## src/rtl/ldpc_pkg.sv

```systemverilog
// ldpc_pkg: shared definitions for the LDPC shift-schedule controller.
//   state_t      : controller states (IDLE, FETCH, EVAL, DONE)
//   PH_GATHER    : phase 0, VTC->C gather pass
//   PH_SCATTER   : phase 1, CTV->V scatter pass
//   null_bit_pos : bit index of the null flag in a {null, shift} ROM word
//   idx_w        : index width for a count of n items (at least 1 bit)
package ldpc_pkg;

  typedef enum logic [1:0] {
    IDLE  = 2'd0,
    FETCH = 2'd1,
    EVAL  = 2'd2,
    DONE  = 2'd3
  } state_t;

  localparam logic PH_GATHER  = 1'b0;
  localparam logic PH_SCATTER = 1'b1;

  // The null flag sits directly above the shift field.
  function automatic int null_bit_pos(input int data_w);
    return data_w;
  endfunction

  function automatic int idx_w(input int n);
    return (n > 1) ? $clog2(n) : 1;
  endfunction

endpackage

```

## src/rtl/ldpc_rc_counter.sv

```systemverilog
// ldpc_rc_counter: col / phase / row / iteration index walker.
// Order of traversal: col fastest, then phase (gather, scatter), then row,
// then iteration.
// Ports:
//   clk, rst      : clock, asynchronous active-low reset
//   clear         : zero all indices (start of a run)
//   advance       : step to the next block position
//   col, phase    : current column and pass
//   row, iter     : current row and completed-iteration count
//   iter_end      : advance is consuming the last block of an iteration
module ldpc_rc_counter
  import ldpc_pkg::*;
#(
  parameter int ROWS   = 4,
  parameter int COLS   = 8,
  parameter int ITER_W = 4,
  localparam int CW    = idx_w(COLS),
  localparam int RW    = idx_w(ROWS)
) (
  input  logic              clk,
  input  logic              rst,
  input  logic              clear,
  input  logic              advance,
  output logic [CW-1:0]     col,
  output logic              phase,
  output logic [RW-1:0]     row,
  output logic [ITER_W-1:0] iter,
  output logic              iter_end
);

  logic col_last;
  logic row_last;

  assign col_last = (col == CW'(COLS - 1));
  assign row_last = (row == RW'(ROWS - 1));
  assign iter_end = advance && col_last && (phase == PH_SCATTER) && row_last;

  always_ff @(posedge clk or negedge rst) begin
    if (!rst) begin
      col   <= '0;
      phase <= PH_GATHER;
      row   <= '0;
      iter  <= '0;
    end else if (clear) begin
      col   <= '0;
      phase <= PH_GATHER;
      row   <= '0;
      iter  <= '0;
    end else if (advance) begin
      if (!col_last) begin
        col <= col + 1'b1;
      end else begin
        col <= '0;
        if (phase == PH_GATHER) begin
          phase <= PH_SCATTER;
        end else begin
          phase <= PH_GATHER;
          if (row_last) begin
            row  <= '0;
            iter <= iter + 1'b1;
          end else begin
            row <= row + 1'b1;
          end
        end
      end
    end
  end

endmodule

```

## src/rtl/ldpc_shift_sched.sv

```systemverilog
// ldpc_shift_sched: schedule controller for the layered LDPC cyclic-shift
// network. Walks the base matrix (gather then scatter pass per row), reads
// each block's shift from an external registered ROM, skips null blocks and
// issues shift commands under a valid/ready handshake.
// Optional feature: define LDPC_SCHED_EARLY_STOP_EN to let stop_early end
// decoding at an iteration boundary before MAX_ITER.
// Ports:
//   clk, rst            : clock, asynchronous active-low reset
//   start               : begin decoding (sampled in IDLE only)
//   stop_early          : syndrome-zero flag (used only with the macro)
//   rom_addr / rom_data : base-matrix ROM, data valid one cycle after address
//   sh_valid / sh_ready : command handshake
//   sh_shift, sh_col, sh_row, sh_phase : command fields
//   busy, done          : run status, one-cycle completion pulse
//   iter_cnt            : completed iterations
//   shift_err           : sticky, a non-null entry had shift >= D
module ldpc_shift_sched
  import ldpc_pkg::*;
#(
  parameter int DATA_W   = 8,
  parameter int D        = 5,
  parameter int ROWS     = 4,
  parameter int COLS     = 8,
  parameter int MAX_ITER = 10,
  parameter int ITER_W   = 4,
  parameter int AW       = 5,
  localparam int CW      = idx_w(COLS),
  localparam int RW      = idx_w(ROWS)
) (
  input  logic              clk,
  input  logic              rst,
  input  logic              start,
  input  logic              stop_early,
  output logic [AW-1:0]     rom_addr,
  input  logic [DATA_W:0]   rom_data,
  output logic              sh_valid,
  input  logic              sh_ready,
  output logic [DATA_W-1:0] sh_shift,
  output logic [CW-1:0]     sh_col,
  output logic [RW-1:0]     sh_row,
  output logic              sh_phase,
  output logic              busy,
  output logic              done,
  output logic [ITER_W-1:0] iter_cnt,
  output logic              shift_err
);

  localparam int NB = null_bit_pos(DATA_W);

  state_t              state;
  state_t              state_next;
  logic [CW-1:0]       col;
  logic                phase;
  logic [RW-1:0]       row;
  logic [ITER_W-1:0]   iter;
  logic                iter_end;
  logic                advance;
  logic                clear;
  logic                entry_null;
  logic [DATA_W-1:0]   entry_shift;
  logic                shift_bad;
  logic                last_iter;
  logic                early_stop;

  // Out-of-range shifts are folded back into [0, D): one subtraction covers
  // values below 2D, anything larger saturates to D-1.
  function automatic logic [DATA_W-1:0] reduce_shift(input logic [DATA_W-1:0] s);
    int sv;
    sv = int'(s);
    if (sv < D)          return s;
    else if (sv < 2 * D) return DATA_W'(sv - D);
    else                 return DATA_W'(D - 1);
  endfunction

  ldpc_rc_counter #(
    .ROWS   (ROWS),
    .COLS   (COLS),
    .ITER_W (ITER_W)
  ) u_walker (
    .clk      (clk),
    .rst      (rst),
    .clear    (clear),
    .advance  (advance),
    .col      (col),
    .phase    (phase),
    .row      (row),
    .iter     (iter),
    .iter_end (iter_end)
  );

  assign entry_null  = rom_data[NB];
  assign entry_shift = rom_data[DATA_W-1:0];
  assign shift_bad   = (int'(entry_shift) >= D);
  assign last_iter   = ((int'(iter) + 1) == MAX_ITER);

`ifdef LDPC_SCHED_EARLY_STOP_EN
  assign early_stop = stop_early;
`else
  logic unused_stop_early;
  assign unused_stop_early = stop_early;
  assign early_stop        = 1'b0;
`endif

  always_ff @(posedge clk or negedge rst) begin
    if (!rst) state <= IDLE;
    else      state <= state_next;
  end

  always_comb begin
    state_next = state;
    clear      = 1'b0;
    advance    = 1'b0;
    case (state)
      IDLE: begin
        if (start) begin
          clear      = 1'b1;
          state_next = FETCH;
        end
      end
      FETCH: state_next = EVAL;
      EVAL: begin
        if (entry_null || sh_ready) begin
          advance = 1'b1;
          if (iter_end && (last_iter || early_stop)) state_next = DONE;
          else                                       state_next = FETCH;
        end
      end
      DONE:    state_next = IDLE;
      default: state_next = IDLE;
    endcase
  end

  always_ff @(posedge clk or negedge rst) begin
    if (!rst) begin
      shift_err <= 1'b0;
    end else if (clear) begin
      shift_err <= 1'b0;
    end else if (state == EVAL && !entry_null && shift_bad) begin
      shift_err <= 1'b1;
    end
  end

  // Address comes straight from the index registers, which only change on
  // advance, so it is stable through FETCH and any EVAL stall.
  assign rom_addr = AW'(int'(row) * COLS + int'(col));

  // Command fields derive from the ROM word and index registers, both of
  // which are frozen while a command waits for sh_ready.
  assign sh_valid = (state == EVAL) && !entry_null;
  assign sh_shift = sh_valid ? reduce_shift(entry_shift) : '0;
  assign sh_col   = col;
  assign sh_row   = row;
  assign sh_phase = phase;
  assign busy     = (state != IDLE);
  assign done     = (state == DONE);
  assign iter_cnt = iter;

endmodule

```

## config.mk

```make
export PLATFORM = sky130hd
export DESIGN_NAME = ldpc_shift_sched
export DESIGN_NICKNAME = d
export VERILOG_FILES = /design/src/rtl/ldpc_pkg.sv /design/src/rtl/ldpc_rc_counter.sv /design/src/rtl/ldpc_shift_sched.sv
export SDC_FILE = /design/constraint.sdc
export NUM_CORES = 1
export LEC_CHECK = 0
export ABC_AREA = 0
export BUFFER_PORTS_ARGS = -buffer_cell sky130_fd_sc_hd__buf_4
export CAP_MARGIN = 0
export CORE_ASPECT_RATIO = 0.75
export CORE_MARGIN = 10
export CORE_UTILIZATION = 25
export CTS_CLUSTER_SIZE = 20
export DETAILED_ROUTE_END_ITERATION = 16
export GPL_ROUTABILITY_DRIVEN = 1
export PLACE_DENSITY = 0.58
export SLEW_MARGIN = 0
export SYNTH_ARGS = -nofsm -noshare
export SYNTH_HDL_FRONTEND = slang
export SYNTH_SLANG_ARGS = --single-unit
```

## constraint.sdc

```tcl
create_clock -name clk -period 4.35 [get_ports clk]
set_input_delay 0.2175 -clock clk [delete_from_list [all_inputs] [get_ports clk]]
set_output_delay 0.2175 -clock clk [all_outputs]
set_load 0.005 [all_outputs]
```

Word-level counts from Yosys, hierarchy flattened
Index checks and enable logic that the tools add are counted.
{"block": "totals", "ff_bits": 13, "out_inout_bits": 27, "elab_cells": 72}
{"block": "classes", "addsub": 6, "n_lt_le_gt_ge": 3, "n_eq_ne": 8, "muxes": 30, "n_reduce_logical": 19}
{"cell": "two-way mux 8 bit", "count": 3}
{"cell": "two-way mux 4 bit", "count": 5}
{"cell": "two-way mux 2 bit", "count": 8}
{"cell": "nonzero test 2 bit", "count": 6}
{"cell": "two-way mux 1 bit", "count": 10}
{"cell": "two-way mux 3 bit", "count": 3}
{"cell": ">= comparator 8 x 3 -> 1 bit (second input constant)", "count": 1}
{"cell": "less-than comparator 8 x 3 -> 1 bit (second input constant)", "count": 1}
{"cell": "less-than comparator 8 x 4 -> 1 bit (second input constant)", "count": 1}
{"cell": "case mux 2 bit (4 select lines)", "count": 1}
{"cell": "subtractor 8 x 3 -> 8 bit (second input constant)", "count": 1}
{"cell": "== test 2 bit (second input constant)", "count": 3}
{"cell": "logical AND 1 bit", "count": 6}
{"cell": "adder 4 x 1 -> 5 bit (second input constant)", "count": 1}
{"cell": "adder 5 x 3 -> 5 bit", "count": 1}
{"cell": "== test 5 x 4 -> 1 bit (second input constant)", "count": 1}
{"cell": "adder 4 x 1 -> 4 bit (second input constant)", "count": 1}
{"cell": "inequality test 2 bit (second input constant)", "count": 2}
{"cell": "AND reduction 2 bit", "count": 2}
{"cell": "AND reduction 4 bit", "count": 1}
{"cell": "adder 3 x 1 -> 3 bit (second input constant)", "count": 1}
{"cell": "== test 3 bit (second input constant)", "count": 1}
{"cell": "AND reduction 3 bit", "count": 1}
{"cell": "adder 2 x 1 -> 2 bit (second input constant)", "count": 1}
{"cell": "other kinds (4)", "count": 4}

Logic depth before layout (Yosys ltp)
Gate-level depths: netlist (run 1).
{"block": "logic_depth", "depth_word": 10, "ltp_mapped": 7}

By module
From an unflattened synthesis (run 1), not the netlist that was laid out.
{"block": "hier_totals", "cells_unflattened": 109, "hier_area_um2": 978.4}
{"module": "ldpc_rc_counter", "n_inst": 1, "cells_each": 47, "area_per_inst_um2": 504.2, "seq_area_each_um2": 250.2}
{"module": "ldpc_shift_sched", "n_inst": 1, "cells_each": 62, "area_per_inst_um2": 474.2, "seq_area_each_um2": 75.1}

Least setup slack after synthesis (run 1)
Ideal clock, no wire load.
{"block": "synth_path", "path_kind": "register to register", "start": "register u_walker.col[0]", "end": "register state[1]", "t_arrival_ns": 1.512, "t_required_ns": 4.224, "slack_ns": 2.711, "path_stages_with_launch": 8, "synth_period_minus_slack_ns": 1.639, "cell_sequence": "dfrtp_1 > ha_1 > ha_1 > nand2_1 > nand4bb_1 > buf_2 > nor2_1 > a221o_2"}
{"block": "synth_via", "elab_chain_cells": 8}
{"element": "start: declaration", "line_no": "ldpc_rc_counter.sv:24", "source": "output logic [CW-1:0] col,"}
{"element": "start signal: assignment", "line_no": "ldpc_rc_counter.sv:51", "source": "col <= col + 1'b1;"}
{"element": "== test 3 bit", "line_no": "ldpc_rc_counter.sv:34", "source": "assign col_last = (col == CW'(COLS - 1));"}
{"element": "logical AND 1 bit (3 in series)", "line_no": "ldpc_rc_counter.sv:36", "source": "assign iter_end = advance && col_last && (phase == PH_SCATTER) && row_last;"}
{"element": "logical AND 1 bit", "line_no": "ldpc_shift_sched.sv:124", "source": "if (iter_end && (last_iter || early_stop)) state_next = DONE;"}
{"element": "two-way mux 2 bit", "line_no": "ldpc_shift_sched.sv:124"}
{"element": "two-way mux 2 bit", "line_no": "ldpc_shift_sched.sv:122", "source": "if (entry_null || sh_ready) begin"}
{"element": "case mux 2 bit (4 select lines)", "line_no": "ldpc_shift_sched.sv:113", "source": "case (state)"}
{"element": "end signal: assignment", "line_no": "ldpc_shift_sched.sv:106", "source": "else state <= state_next;"}
{"element": "end: declaration", "line_no": "ldpc_shift_sched.sv:50", "source": "state_t state;"}
No other way between the ends. The select of a mux whose other input is x is not followed.
A chain may end at the register's enable or synchronous reset.

Worst setup path after layout (run 1)
Ends and elaborated chain as after synthesis.

==> flow_summary.json, run 1 <==
{
  "status": "finished, final reports clean",
  "setup-violations-final": 0,
  "cp_slowest_cell": "dfrtp_1",
  "port_buffers": 37,
  "seq_area_frac_synth": 0.348,
  "synth_ff_type": "dfrtp_1",
  "area_delta_synth_final_pct": 36.8,
  "io_pins": 41,
  "cts.clk_slew.worst_paths_ns": 0.05,
  "cts-root-buf": "clkbuf_8",
  "fin_crit_sh": 0.417,
  "synth.avg_cell_area_um2": 8.99,
  "hold_viol": 0,
  "grt_usage": 0.0741,
  "rsz0062_at_grt": "no",
  "clk_latency_ns": 0.24,
  "clock_path_buffers": 2,
  "swShare": 0.330,
  "power.internal_uw": 306,
  "dp_hpwl_mm": 2.05,
  "worst_setup_path_start_kind": "flop",
  "finalSetupTns_ns": 0,
  "cts_inserted_buffers": 3,
  "maxSlewViolCount": 0,
  "dieArea_mm2": 0.00661,
  "peakVddDrop_mv": 0.123,
  "path_delay_family": "simple AND/OR/NAND/NOR gates",
  "p_comb_frac": 0.396,
  "fin_crit_ns": 1.82,
  "cellPowerDensity_mw_per_mm2": 357,
  "antenna_found_initial": 0,
  "async_reset_ff_frac": 1.00,
  "grt_pass1_wl_mm": 4.00,
  "cp_data_arrival_time_ns": 1.94,
  "leakagePower_uw": 0.000659,
  "cp_max_fo": 8,
  "dieHeight_um": 73.0,
  "firstDrtPassIters": 4,
  "finClkSkew_ns": 0.00274,
  "place.gp.congestion": 0.806,
  "ys_warn_count": 0,
  "max_freq_ghz": 0.551,
  "routedWlPerCell_um": 13.0,
  "cts_resized": 0,
  "grt_pass1_vias": 831,
  "path_buf_inv": 0,
  "grt_max_degree": 14,
  "grt_overflow": 0,
  "switchingPower_uw": 151,
  "first_iter_violations": 21,
  "synth_area_um2": 935,
  "cp-end-kind": "flop",
  "slowest_delay_ns": 0.42,
  "syn_inst": 104,
  "min_path_type": "in2reg",
  "initial_core_util": 0.257,
  "htree_num_levels": 1,
  "crit_chain": "ha_1, ha_1, nand2_1, nand4bb_1, nor2_1, a221o_2",
  "viasPerCell": 4.36,
  "cap_viol_max_count": 0,
  "cts_tree": "yes",
  "critical_path.most_common_cell": "ha_1",
  "num_vias": 832,
  "fp-row-count": 19,
  "clockPowerShare": 0.237,
  "antenna_left": 0,
  "die_w_um": 90.6,
  "critPathKind": "reg2reg",
  "diodes": 0,
  "routed_wirelength_mm": 2.49,
  "synth_edf_count": 0,
  "core_area_mm2": 0.00364,
  "place_inst": 186,
  "nets": 161,
  "ys_seq_elements": 13,
  "drc_errors": 0,
  "worst_ep_required_time_ns": 4.48,
  "synth_cell_types": 34,
  "layoutNonFillerInstCount": 191,
  "pwr-share-seq": 0.366,
  "numClockSinks": 13,
  "layout-drive-gt1-share": 0.345
}
[state kept, by name, indices dropped and copies added (netlist names)]
signal / cells
state: 2
u_walker.col: 3
u_walker.iter: 4
u_walker.phase: 1
shift_err: 1
u_walker.row: 2
[final timing paths]
path | end | cells after the start | start | slack, ns
hold reg to reg | shift_err | 1 | shift_err | 0.49
setup / recovery | state[1] | 6 | u_walker.col[0] | 2.53
hold / removal | state[0] | 3 | rom_data[8] | 0.26
setup reg to reg | state[1] | 6 | u_walker.col[0] | 2.53
min in group asynchronous | u_walker.iter[3] | 2 | rst | 0.35
max in group asynchronous | shift_err | 2 | rst | 3.84
[cells by family (layout without fill, tap and decap cells)]
kind of cell    Yosys count  in the layout  share of synthesized area
mux                       4              4                     0.0442
flops                    13             13                      0.348
simple gates             40             40                      0.242
other cells               1              2                    0.00401
fa+ha+maj                 7              7                     0.0937
xor+xnor                  5              5                     0.0469
buf+inv                  16             50                     0.0937
compound gates           18             18                      0.127
[cells in the final DEF (no fill, tap or decap), types with 3 or more instances in the layout]
master,synthesis,final
and2_1,3,3
and3_1,3,3
xnor2_1,3,3
dfrtp_1,13,13
nor2_1,8,8
clkbuf_8,0,3
nand2_1,8,8
ha_1,7,7
inv_1,8,8
o21ai_0,9,9
mux2i_1,3,3
buf_4,7,37
nand3_1,4,4
[cells in the mapped netlist, types with 2 or more instances]
library cell / instances / area [um^2]
or3_1: 2 / 12.5
xor2_1: 2 / 17.5
o22ai_1: 2 / 12.5
a31oi_1: 2 / 12.5
ha_1: 7 / 87.6
nand2b_1: 2 / 12.5
and2_1: 3 / 18.8
nand3_1: 4 / 20.0
inv_1: 8 / 30.0
nor2_1: 8 / 30.0
nand2_1: 8 / 30.0
dfrtp_1: 13 / 325
buf_4: 7 / 52.6
and3_1: 3 / 18.8
nand3b_1: 2 / 15.0
xnor2_1: 3 / 26.3
o21ai_0: 9 / 45.0
mux2i_1: 3 / 30.0
[worst reg2reg max path: cells and delay by family (launching register included)]
kind	cells	cell delay, ns
and+or+nand+nor	3	0.51
DFF	1	0.42
AOI/OAI and AO/OA	1	0.34
adders and majority gates	2	0.43
[area by class of cell]
class | count | area [um^2]
Tap cell | 52 | 65.1
Fill cell | 380 | 2360
Inverter | 8 | 30.0
Clock buffer | 4 | 45.0
Multi-Input combinational cell | 76 | 526
Sequential cell | 13 | 325
Timing Repair Buffer | 38 | 288
[per-layer routing]
layer | up-vias | part of all wire | routed length, um | global-route usage
met3 | 5 | 0.065 | 161 | 0.0349
li1 | 418 | - | - | -
met2 | 20 | 0.46 | 1150 | 0.121
met4 | 0 | 0.010 | 26 | 0.0211
met5 | - | 0 | 0 | 0
met1 | 389 | 0.46 | 1160 | 0.0859
[through the flow]
step	cell area, um^2	total power, uW	hold WS [ns]	utilization	setup WS [ns]
2_1_floorplan	938	271	-0.0781	-	2.71
3_3_place_gp	1220	348	0.0709	0.336	2.59
3_5_place_dp	1220	354	0.0759	0.336	2.53
4_1_cts	1280	467	0.255	0.352	2.53
5_1_grt	1280	497	0.267	0.352	2.38
6_report	1280	457	0.262	0.352	2.53
[repair_timing]
item | CTS | global route
hold endpoints to repair | 13 | 0
buffers inserted | 0 | 0
hold buffers | 1 | 0
[power by group through the flow]
stage	clock network, uW	registers [uW]	logic, uW
after floorplan	0	167	105
after global placement	0	168	179
after CTS	114	168	185
after detailed placement	0	170	184
after global routing	120	173	205
final	108	167	181
No activity file was read; power rests on OpenSTA's default activity.
==> run 2: changes to the inputs <==
clock period = 1.9 ns   (was 4.35 ns; I/O delays follow)
==> flow_summary.json, run 2 (synthesis gave the netlist of run 1 again) <==
{
  "status": "finished, final reports clean",
  "grt_max_degree": 14,
  "use_met1": 0.0911,
  "n_fill_cell": 377,
  "swShare": 0.330,
  "busiest_layer": "met2",
  "rsz0062_at_grt": "no",
  "clk_latency_ns": 0.24,
  "num_vias": 837,
  "routedWlPerCell_um": 12.7,
  "grt_overflow": 0,
  "cap_viol_max_count": 0,
  "layoutNonFillerInstCount": 192,
  "largest-register": "u_walker.iter",
  "area_delta_synth_final_pct": 37.6,
  "p_comb_frac": 0.391,
  "max_freq_ghz": 0.597,
  "clock_path_buffers": 2,
  "place.gp.congestion": 0.807,
  "clockPowerShare": 0.240,
  "gr-usage-met3": 0.0329,
  "place_inst": 187,
  "placedInstanceArea_mm2": 0.00123,
  "timing.final.ws_setup_ns": 0.225,
  "die_w_um": 90.6,
  "cp_data_arrival_time_ns": 1.58,
  "firstDrtPassIters": 4,
  "pwr-share-seq": 0.368,
  "critPathKind": "reg2out",
  "grt_pass1_wl_mm": 3.88,
  "layout_common_cells": "buf_4, dfrtp_1, o21ai_0",
  "power.internal_uw": 699,
  "switchingPower_uw": 344,
  "cp-end-kind": "output port",
  "worst_setup_path_start_kind": "flop",
  "cts.clk_slew.worst_paths_ns": 0.06,
  "core_area_mm2": 0.00364,
  "dieHeight_um": 73.0,
  "cts_tree": "yes",
  "final_area_mm2": 0.00129,
  "hold_viol": 0,
  "largest_register_ffs": 4,
  "top_regs": "u_walker.iter (4), u_walker.col (3)",
  "antenna_found_initial": 0,
  "grt_pass1_vias": 832,
  "cellPowerDensity_mw_per_mm2": 811,
  "cts_inserted_buffers": 3,
  "routed_wirelength_mm": 2.44,
  "setup-violations-final": 0,
  "min_from": "rom_data[8]",
  "mostFrequentLayoutCell": "buf_4",
  "pre_cts_slack_ns": 0.284,
  "met2_usage": 0.109,
  "io_pins": 41,
  "port_buffers": 37,
  "worst_ep_required_time_ns": 1.80,
  "first_iter_violations": 32,
  "antenna_left": 0,
  "numClockSinks": 13,
  "maxSlewViolCount": 0,
  "finalSetupTns_ns": 0,
  "fin_crit_sh": 0.881,
  "grt_usage": 0.0707,
  "drc_errors": 0,
  "nets": 162,
  "leakagePower_uw": 0.000663,
  "dp_hpwl_mm": 2.00,
  "cp-startpoint": "state[0]",
  "r2r-start": "u_walker.col[0]",
  "peakVddDrop_mv": 0.449,
  "layout-drive-gt1-share": 0.350,
  "diodes": 0,
  "initial_core_util": 0.257,
  "dieArea_mm2": 0.00661,
  "finClkSkew_ns": 0.000631,
  "htree_num_levels": 1,
  "viasPerCell": 4.36,
  "cp_max_fo": 6,
  "min_path_type": "in2reg",
  "fp-row-count": 19,
  "cts_resized": 0,
  "cts-root-buf": "clkbuf_8",
  "fin_crit_ns": 1.67
}
-- run 2: what timing repair did --
| item | 4_1_cts | 5_1_grt |
|---|---|---|
| buffers inserted | 0 | 0 |
| setup endpoints to repair | 0 | 0 |
| hold buffers | 1 | 0 |
| hold endpoints to repair | 13 | 0 |
-- run 2: routing by layer --
metal	wire length, um	up-vias
li1	-	421
met1	1160	389
met2	1100	27
met3	184	0
met4	0	0
met5	0	-
-- run 2: worst max-delay path: stages (launching register included) --
cell,delay [ns]
dfrtp_1,0.43
nor2b_4,0.22
nand2b_1,0.13
nor2b_1,0.25
and3_1,0.20
buf_4,0.11
-- run 2: layout make-up --
cell class              instances  area [um^2]  area share
multi-input cells              76          526       0.409
flip-flops and latches         13          325       0.253
repair buffers                 39          295       0.230
well taps                      52         65.1      0.0506
clock buffers                   4         45.0      0.0350
inverters                       8         30.0      0.0233
-- run 2: final timing paths --
check | endpoint | slack [ns] | cells past startpoint
max | sh_shift[7] | 0.23 | 5
min | state[0] | 0.13 | 3
max reg2reg | state[1] | 0.27 | 6
min reg2reg | shift_err | 0.49 | 1
max in group asynchronous | u_walker.col[0] | 1.51 | 2
min in group asynchronous | u_walker.iter[2] | 0.23 | 2
-- run 2: power groups by stage --
stage          combinational [uW]  clock [uW]  sequential, uW
4_1_cts                       419         262             386
2_1_floorplan                 240           0             381
6_report                      409         251             384
3_5_place_dp                  415           0             391
5_1_grt                       456         276             396
3_3_place_gp                  411           0             385
-- run 2: through the flow --
stage           util  total power (uW)  hold WS [ns]
2_1_floorplan      -               621        -0.201
3_3_place_gp   0.338               796       -0.0503
3_5_place_dp   0.338               806       -0.0472
4_1_cts        0.354              1070         0.136
5_1_grt        0.354              1130         0.152
6_report       0.354              1040         0.135
